File: src/rtl/cpu_pkg.sv
// Shared CPU definitions: default register-file widths, link register index and
// register-file FSM state encoding.
package cpu_pkg;

  localparam int unsigned DATA_W_DEF   = 32;
  localparam int unsigned REG_ADDR_W   = 5;
  localparam int unsigned LINK_REG_IDX = 31;

  typedef logic [REG_ADDR_W-1:0] reg_addr_t;

  typedef enum logic [0:0] {
    RF_INIT,
    RF_RUN
  } rf_state_e;

endpackage

File: src/rtl/regfile_multiport_if.sv
// Decode/writeback side bus of the multi-port register file.
interface regfile_multiport_if
  import cpu_pkg::*;
#(
  parameter int unsigned DATA_W = DATA_W_DEF,
  parameter int unsigned ADDR_W = REG_ADDR_W,
  parameter int unsigned NUM_RD = 2
);

  logic [NUM_RD*ADDR_W-1:0] rd_addr;
  logic [NUM_RD*DATA_W-1:0] rd_data;
  logic                     wr_en;
  logic [ADDR_W-1:0]        wr_addr;
  logic [DATA_W-1:0]        wr_data;
  logic                     link_en;
  logic [DATA_W-1:0]        link_data;
  logic                     init_done;

  modport master (
    output rd_addr, wr_en, wr_addr, wr_data, link_en, link_data,
    input  rd_data, init_done
  );

  modport slave (
    input  rd_addr, wr_en, wr_addr, wr_data, link_en, link_data,
    output rd_data, init_done
  );

endinterface

File: src/rtl/regfile_multiport_rd_port.sv
// One registered read port with zero-register masking; same-cycle write forwarding
// is compiled in only when REGFILE_BYPASS_EN is defined.
module regfile_rd_port
  import cpu_pkg::*;
#(
  parameter int unsigned DATA_W      = DATA_W_DEF,
  parameter int unsigned ADDR_W      = REG_ADDR_W,
  parameter int unsigned LINK_REG    = LINK_REG_IDX,
  parameter int unsigned ZERO_REG_EN = 1
) (
  input  logic              clk,
  input  logic              rst,
  input  logic              run,
  input  logic [ADDR_W-1:0] addr,
  input  logic [DATA_W-1:0] mem_data,
  input  logic              wr_fire,
  input  logic [ADDR_W-1:0] wr_addr,
  input  logic [DATA_W-1:0] wr_data,
  input  logic              link_fire,
  input  logic [DATA_W-1:0] link_data,
  output logic [DATA_W-1:0] rd_data
);

  localparam logic [ADDR_W-1:0] LinkAddr = ADDR_W'(LINK_REG);

  logic [DATA_W-1:0] rd_d, rd_q;

`ifdef REGFILE_BYPASS_EN
  always_comb begin
    rd_d = mem_data;
    // Link port wins over the general port, matching the array write priority.
    if (link_fire && (addr == LinkAddr)) begin
      rd_d = link_data;
    end else if (wr_fire && (addr == wr_addr)) begin
      rd_d = wr_data;
    end
    if (!run || ((ZERO_REG_EN != 0) && (addr == '0))) begin
      rd_d = '0;
    end
  end
`else
  logic unused_bypass;
  assign unused_bypass = ^{wr_fire, wr_addr, wr_data, link_fire, link_data, LinkAddr};

  always_comb begin
    rd_d = mem_data;
    if (!run || ((ZERO_REG_EN != 0) && (addr == '0))) begin
      rd_d = '0;
    end
  end
`endif

  always_ff @(posedge clk or negedge rst) begin
    if (!rst) begin
      rd_q <= '0;
    end else begin
      rd_q <= rd_d;
    end
  end

  assign rd_data = rd_q;

endmodule

File: src/rtl/regfile_multiport.sv
// Parametrised multi-read register file with link write port and post-reset zeroing sweep.
// Optional same-cycle forwarding: define REGFILE_BYPASS_EN.
module regfile_multiport
  import cpu_pkg::*;
#(
  parameter int unsigned DATA_W      = DATA_W_DEF,
  parameter int unsigned DEPTH       = 1 << REG_ADDR_W,
  parameter int unsigned NUM_RD      = 2,
  parameter int unsigned LINK_REG    = DEPTH - 1,
  parameter int unsigned ZERO_REG_EN = 1
) (
  input  logic               clk,
  input  logic               rst,
  regfile_multiport_if.slave bus
);

  localparam int unsigned       ADDR_W   = $clog2(DEPTH);
  localparam logic [ADDR_W-1:0] LastIdx  = ADDR_W'(DEPTH - 1);
  localparam logic [ADDR_W-1:0] LinkAddr = ADDR_W'(LINK_REG);

  rf_state_e         state_q;
  logic [ADDR_W-1:0] cnt_q;
  logic              init_done_q;
  logic [DATA_W-1:0] mem_q [DEPTH];

  logic              run;
  logic              wr_fire;
  logic              link_fire;
  logic [DATA_W-1:0] rd_data_w [NUM_RD];

  always_ff @(posedge clk or negedge rst) begin
    if (!rst) begin
      state_q     <= RF_INIT;
      cnt_q       <= '0;
      init_done_q <= 1'b0;
    end else begin
      unique case (state_q)
        RF_INIT: begin
          cnt_q <= cnt_q + 1'b1;
          if (cnt_q == LastIdx) begin
            state_q     <= RF_RUN;
            init_done_q <= 1'b1;
          end
        end
        RF_RUN: ;
        default: state_q <= RF_INIT;
      endcase
    end
  end

  assign run       = (state_q == RF_RUN);
  assign wr_fire   = run && bus.wr_en && !((ZERO_REG_EN != 0) && (bus.wr_addr == '0));
  assign link_fire = run && bus.link_en && !((ZERO_REG_EN != 0) && (LinkAddr == '0));

  // No reset on the array so it maps to RAM; the sweep and the state gating do the clearing.
  always_ff @(posedge clk) begin
    if (state_q == RF_INIT) begin
      mem_q[cnt_q] <= '0;
    end else begin
      if (wr_fire) begin
        mem_q[bus.wr_addr] <= bus.wr_data;
      end
      if (link_fire) begin
        mem_q[LinkAddr] <= bus.link_data;
      end
    end
  end

  for (genvar k = 0; k < NUM_RD; k++) begin : g_rd
    logic [ADDR_W-1:0] addr_k;
    assign addr_k = bus.rd_addr[k*ADDR_W +: ADDR_W];

    regfile_rd_port #(
      .DATA_W     (DATA_W),
      .ADDR_W     (ADDR_W),
      .LINK_REG   (LINK_REG),
      .ZERO_REG_EN(ZERO_REG_EN)
    ) u_rd_port (
      .clk      (clk),
      .rst      (rst),
      .run      (run),
      .addr     (addr_k),
      .mem_data (mem_q[addr_k]),
      .wr_fire  (wr_fire),
      .wr_addr  (bus.wr_addr),
      .wr_data  (bus.wr_data),
      .link_fire(link_fire),
      .link_data(bus.link_data),
      .rd_data  (rd_data_w[k])
    );
  end

  always_comb begin
    bus.rd_data = '0;
    for (int k = 0; k < NUM_RD; k++) begin
      bus.rd_data[k*DATA_W +: DATA_W] = rd_data_w[k];
    end
  end

  assign bus.init_done = init_done_q;

endmodule

File: src/flat_wrapper.sv
// flat-port wrapper written by rule: the top's interface ports become plain ports
module regfile_multiport_flat import cpu_pkg::*;
#(
  parameter int unsigned DATA_W      = DATA_W_DEF,
  parameter int unsigned DEPTH       = 1 << REG_ADDR_W,
  parameter int unsigned NUM_RD      = 2,
  parameter int unsigned LINK_REG    = DEPTH - 1,
  parameter int unsigned ZERO_REG_EN = 1
)
  (clk, rst, bus_rd_addr, bus_wr_en, bus_wr_addr, bus_wr_data, bus_link_en, bus_link_data, bus_rd_data, bus_init_done);
  regfile_multiport_if #(.DATA_W(DATA_W), .ADDR_W((5)), .NUM_RD(NUM_RD)) bus_i ();
  input  logic clk;
  input  logic rst;
  input wire logic [$bits(bus_i.rd_addr)-1:0] bus_rd_addr;
  input wire logic [$bits(bus_i.wr_en)-1:0] bus_wr_en;
  input wire logic [$bits(bus_i.wr_addr)-1:0] bus_wr_addr;
  input wire logic [$bits(bus_i.wr_data)-1:0] bus_wr_data;
  input wire logic [$bits(bus_i.link_en)-1:0] bus_link_en;
  input wire logic [$bits(bus_i.link_data)-1:0] bus_link_data;
  output wire logic [$bits(bus_i.rd_data)-1:0] bus_rd_data;
  output wire logic [$bits(bus_i.init_done)-1:0] bus_init_done;
  assign bus_i.rd_addr = bus_rd_addr;
  assign bus_i.wr_en = bus_wr_en;
  assign bus_i.wr_addr = bus_wr_addr;
  assign bus_i.wr_data = bus_wr_data;
  assign bus_i.link_en = bus_link_en;
  assign bus_i.link_data = bus_link_data;
  assign bus_rd_data = bus_i.rd_data;
  assign bus_init_done = bus_i.init_done;
  regfile_multiport #(.DATA_W(DATA_W), .DEPTH(DEPTH), .NUM_RD(NUM_RD), .LINK_REG(LINK_REG), .ZERO_REG_EN(ZERO_REG_EN)) u_core (.clk(clk), .rst(rst), .bus(bus_i));
endmodule
File: config.mk
export PLATFORM = sky130hd
export DESIGN_NAME = regfile_multiport_flat
export DESIGN_NICKNAME = d
export VERILOG_FILES = /design/src/rtl/cpu_pkg.sv /design/src/rtl/regfile_multiport_if.sv /design/src/rtl/regfile_multiport_rd_port.sv /design/src/rtl/regfile_multiport.sv /design/src/flat_wrapper.sv
export SDC_FILE = /design/constraint.sdc
export NUM_CORES = 1
export LEC_CHECK = 0
export CORE_MARGIN = 3
export CORE_UTILIZATION = 48
export DETAILED_ROUTE_END_ITERATION = 6
export PLACE_DENSITY = 0.79
export SLEW_MARGIN = 20
export SYNTH_ARGS = -nofsm -noshare
export SYNTH_HDL_FRONTEND = slang
export SYNTH_SLANG_ARGS = --single-unit
File: constraint.sdc
create_clock -name clk -period 4.9 [get_ports clk]
set_input_delay 0.49 -clock clk [delete_from_list [all_inputs] [get_ports clk]]
set_output_delay 0.49 -clock clk [all_outputs]
set_load 0.05 [all_outputs]
==> results.json <==
{
  "clk_latency_ns": 0.68,
  "ys.flop_type": "edfxtp_1",
  "rows": 118,
  "criticalPathCategory": "reg2reg",
  "holdWs_ns": 0.359,
  "synth.ff_latch_count": 1095,
  "area_growth_pct": 13.3,
  "die_h_um": 330,
  "peakVddDrop_mv": 0.320,
  "cts_buffers": 101,
  "rsz0062_at_grt": "no",
  "clk_path_buf_depth": 3,
  "portBuffers": 147,
  "wirelength_um": 159000,
  "cts_tree": "yes",
  "dp_hpwl_um": 94900,
  "synth_fp_nets": 3120,
  "syn_avg_cell_area_um2": 16.6,
  "grt_max_degree": 109,
  "cts_sinks": 1095,
  "synth.distinct_cells": 50,
  "drc": 0,
  "power_leakage_nw": 20.5,
  "status": "finished clean",
  "first_global_vias": 32223,
  "synthMuxAreaShare": 0.216,
  "layout_commonest_cell": "edfxtp_1",
  "viasPerCell": 6.98,
  "critPathRequiredTime_ns": 5.47,
  "synth_top_family_by_area": "multiplexers",
  "grt.total_usage": 0.288,
  "maxSlewViolCount": 0,
  "mostFrequentLayoutCells": "edfxtp_1 (1,024), mux2i_1 (257), mux4_2 (253)",
  "path_clk_slew_ns": 0.07,
  "htreeDepth": 3,
  "powerDensity_nw_per_um2": 355,
  "synthSimpleGateAreaFrac": 0.0533,
  "max_freq_mhz": 323,
  "synth_seq_area_share": 0.645,
  "clockRootBuffer": "clkbuf_16",
  "synthArstFlopShare": 0.0648,
  "synth_xor_area_frac": 0.000521,
  "wl_per_cell_um": 34.3,
  "route.vias.total": 32271,
  "worst-path-max-fanout": 32,
  "drtPass1Iterations": 5,
  "fin_tns_setup_ns": 0,
  "syn_area_um2": 50400,
  "grt_overflow": 0,
  "synth_cells": 3035,
  "initial_core_util": 0.485,
  "r2r_setup_slack_ns": 1.80,
  "final_nets": 3240,
  "fin_worst_skew_ns": 0.0177,
  "drt_iter0_drc": 4751,
  "grt_pass1_wl_um": 224000,
  "worst_slew_pin_slew_ns": 1.21,
  "dp_slack_ns": 1.07,
  "max-cap-violations": 0,
  "relSlewSlack": 0.192,
  "ios": 148,
  "hold_viol": 0,
  "ant_nets": 0,
  "hold_path.class": "in2async",
  "synth_fa_ha_area_frac": 0.000496,
  "r2r_start": "u_core.run",
  "design.core.area_um2": 104000,
  "r2r_cells": 6,
  "dieWidth_um": 330,
  "crit_path_end_kind": "flip-flop",
  "die_area_um2": 109000,
  "min_period_ns": 3.10,
  "synth-compound-area-share": 0.0624,
  "setup_viol": 0,
  "synth_edf_count": 1024,
  "gp_congestion": 0.916,
  "ys_warn_count": 0,
  "r2r-end": "u_core.g_rd[1].u_rd_port.rd_data[14]",
  "startpoint_type": "flip-flop",
  "drive_gt1_frac": 0.253,
  "final.setup.worst_slack_ns": 1.80,
  "fill_cells": 7786,
  "antenna_found_initial": 15,
  "post-route-period-util": 0.632,
  "worstPathArrival_ns": 3.67
}
## state kept, by name (all words and copies together), names as in the netlist
signal,count
u_core.bus.init_done,1
u_core.g_rd.u_rd_port.rd_data,64
u_core.run,1
u_core.cnt_q,5
u_core.mem_q,1024
## synthesized netlist by cell type, drive strengths merged (3+ instances only)
cell / count / area [um^2]
edfxtp: 1024 / 30700
mux2i: 257 / 2570
mux4: 254 / 5720
mux2: 229 / 2580
a22oi: 142 / 1070
buf: 136 / 744
clkbuf: 102 / 383
a21oi: 82 / 410
nor2b: 72 / 450
dfrtp: 71 / 1780
nand3: 68 / 340
o21ai: 67 / 335
o22ai: 66 / 413
a211oi: 65 / 488
nand4: 63 / 394
or3: 62 / 388
nand2: 57 / 216
and3: 47 / 294
and2: 39 / 244
nor3: 26 / 130
a31oi: 22 / 138
nor2: 21 / 78.8
a22o: 20 / 175
inv: 4 / 15.0
nand2b: 4 / 25.0
nor3b: 4 / 30.0
a32oi: 3 / 26.3
and4b: 3 / 30.0
o21ba: 3 / 30.0
or2: 3 / 18.8
xnor2: 3 / 26.3
## where the power goes
part / total, mW / switching [mW] / internal [mW] / leakage [nW]
Clock: 7.97 / 3.51 / 4.46 / 1.61
Combinational: 1.89 / 1.26 / 0.632 / 7.29
Sequential: 10.4 / 0.0659 / 10.3 / 11.6
## worst max-delay path, stage by stage, from the launching register on
cell and delay [ns]:
dfrtp_1 0.36, buf_4 0.39, inv_1 0.45, nor4b_2 0.37, buf_4 0.65, a22oi_1 0.40, nand4_1 0.31
## per-stage QoR
step / util / cell area, um^2 / total power [mW] / std cells
after floorplan: - / 50400 / 11.7 / 3035
after global placement: 0.517 / 53800 / 12.4 / 4431
after detailed placement: 0.517 / 53800 / 12.4 / 4431
after CTS: 0.549 / 57100 / 20.2 / 4620
after global routing: 0.549 / 57100 / 20.7 / 4620
final: 0.550 / 57100 / 20.3 / 4623
## layout make-up
cell class                      count  area (um^2)  share of cell area
Sequential cell                  1095        32500               0.569
Multi-Input combinational cell   1698        17100               0.300
Clock buffer                      128         2740              0.0480
Timing Repair Buffer              255         2410              0.0421
Tap cell                         1380         1730              0.0302
Clock inverter                     60          577              0.0101
Inverter                            4         15.0            0.000263
Antenna cell                        3         7.51            0.000131
## what timing repair did
item / 4_1_cts / 5_1_grt
hold buffers: 1 / 0
resized for setup: 0 / 0
endpoints found under the setup margin: 0 / 0
hold endpoints to repair: 34 / 0
setup buffers: 0 / 0
## cells by family after synthesis
kind of cell,count (synthesis)
AOI/OAI and AO/OA,478
and+or+nand+nor,475
xor gates and xnor gates,3
adders and majority gates,2
buffers and inverters,242
DFF,1095
muxes,740
## worst max-delay path by stage
stage,startpoint,end
detailed placement,bus_wr_addr[2],u_core.mem_q[31][3]
CTS,bus_wr_addr[2],u_core.mem_q[31][5]
finish,u_core.run,u_core.g_rd[1].u_rd_port.rd_data[14]
global route,bus_wr_addr[4],u_core.mem_q[31][12]
global placement,bus_wr_addr[2],u_core.mem_q[31][5]
floorplan,bus_wr_addr[2],u_core.mem_q[19][0]
## per-layer routing
metal	global-route usage	routed length, um
met2	0.443	72300
met1	0.371	55300
met5	0	92
met3	0.0808	21200
met4	0.160	9740
No activity file was read; power rests on OpenSTA's default activity.
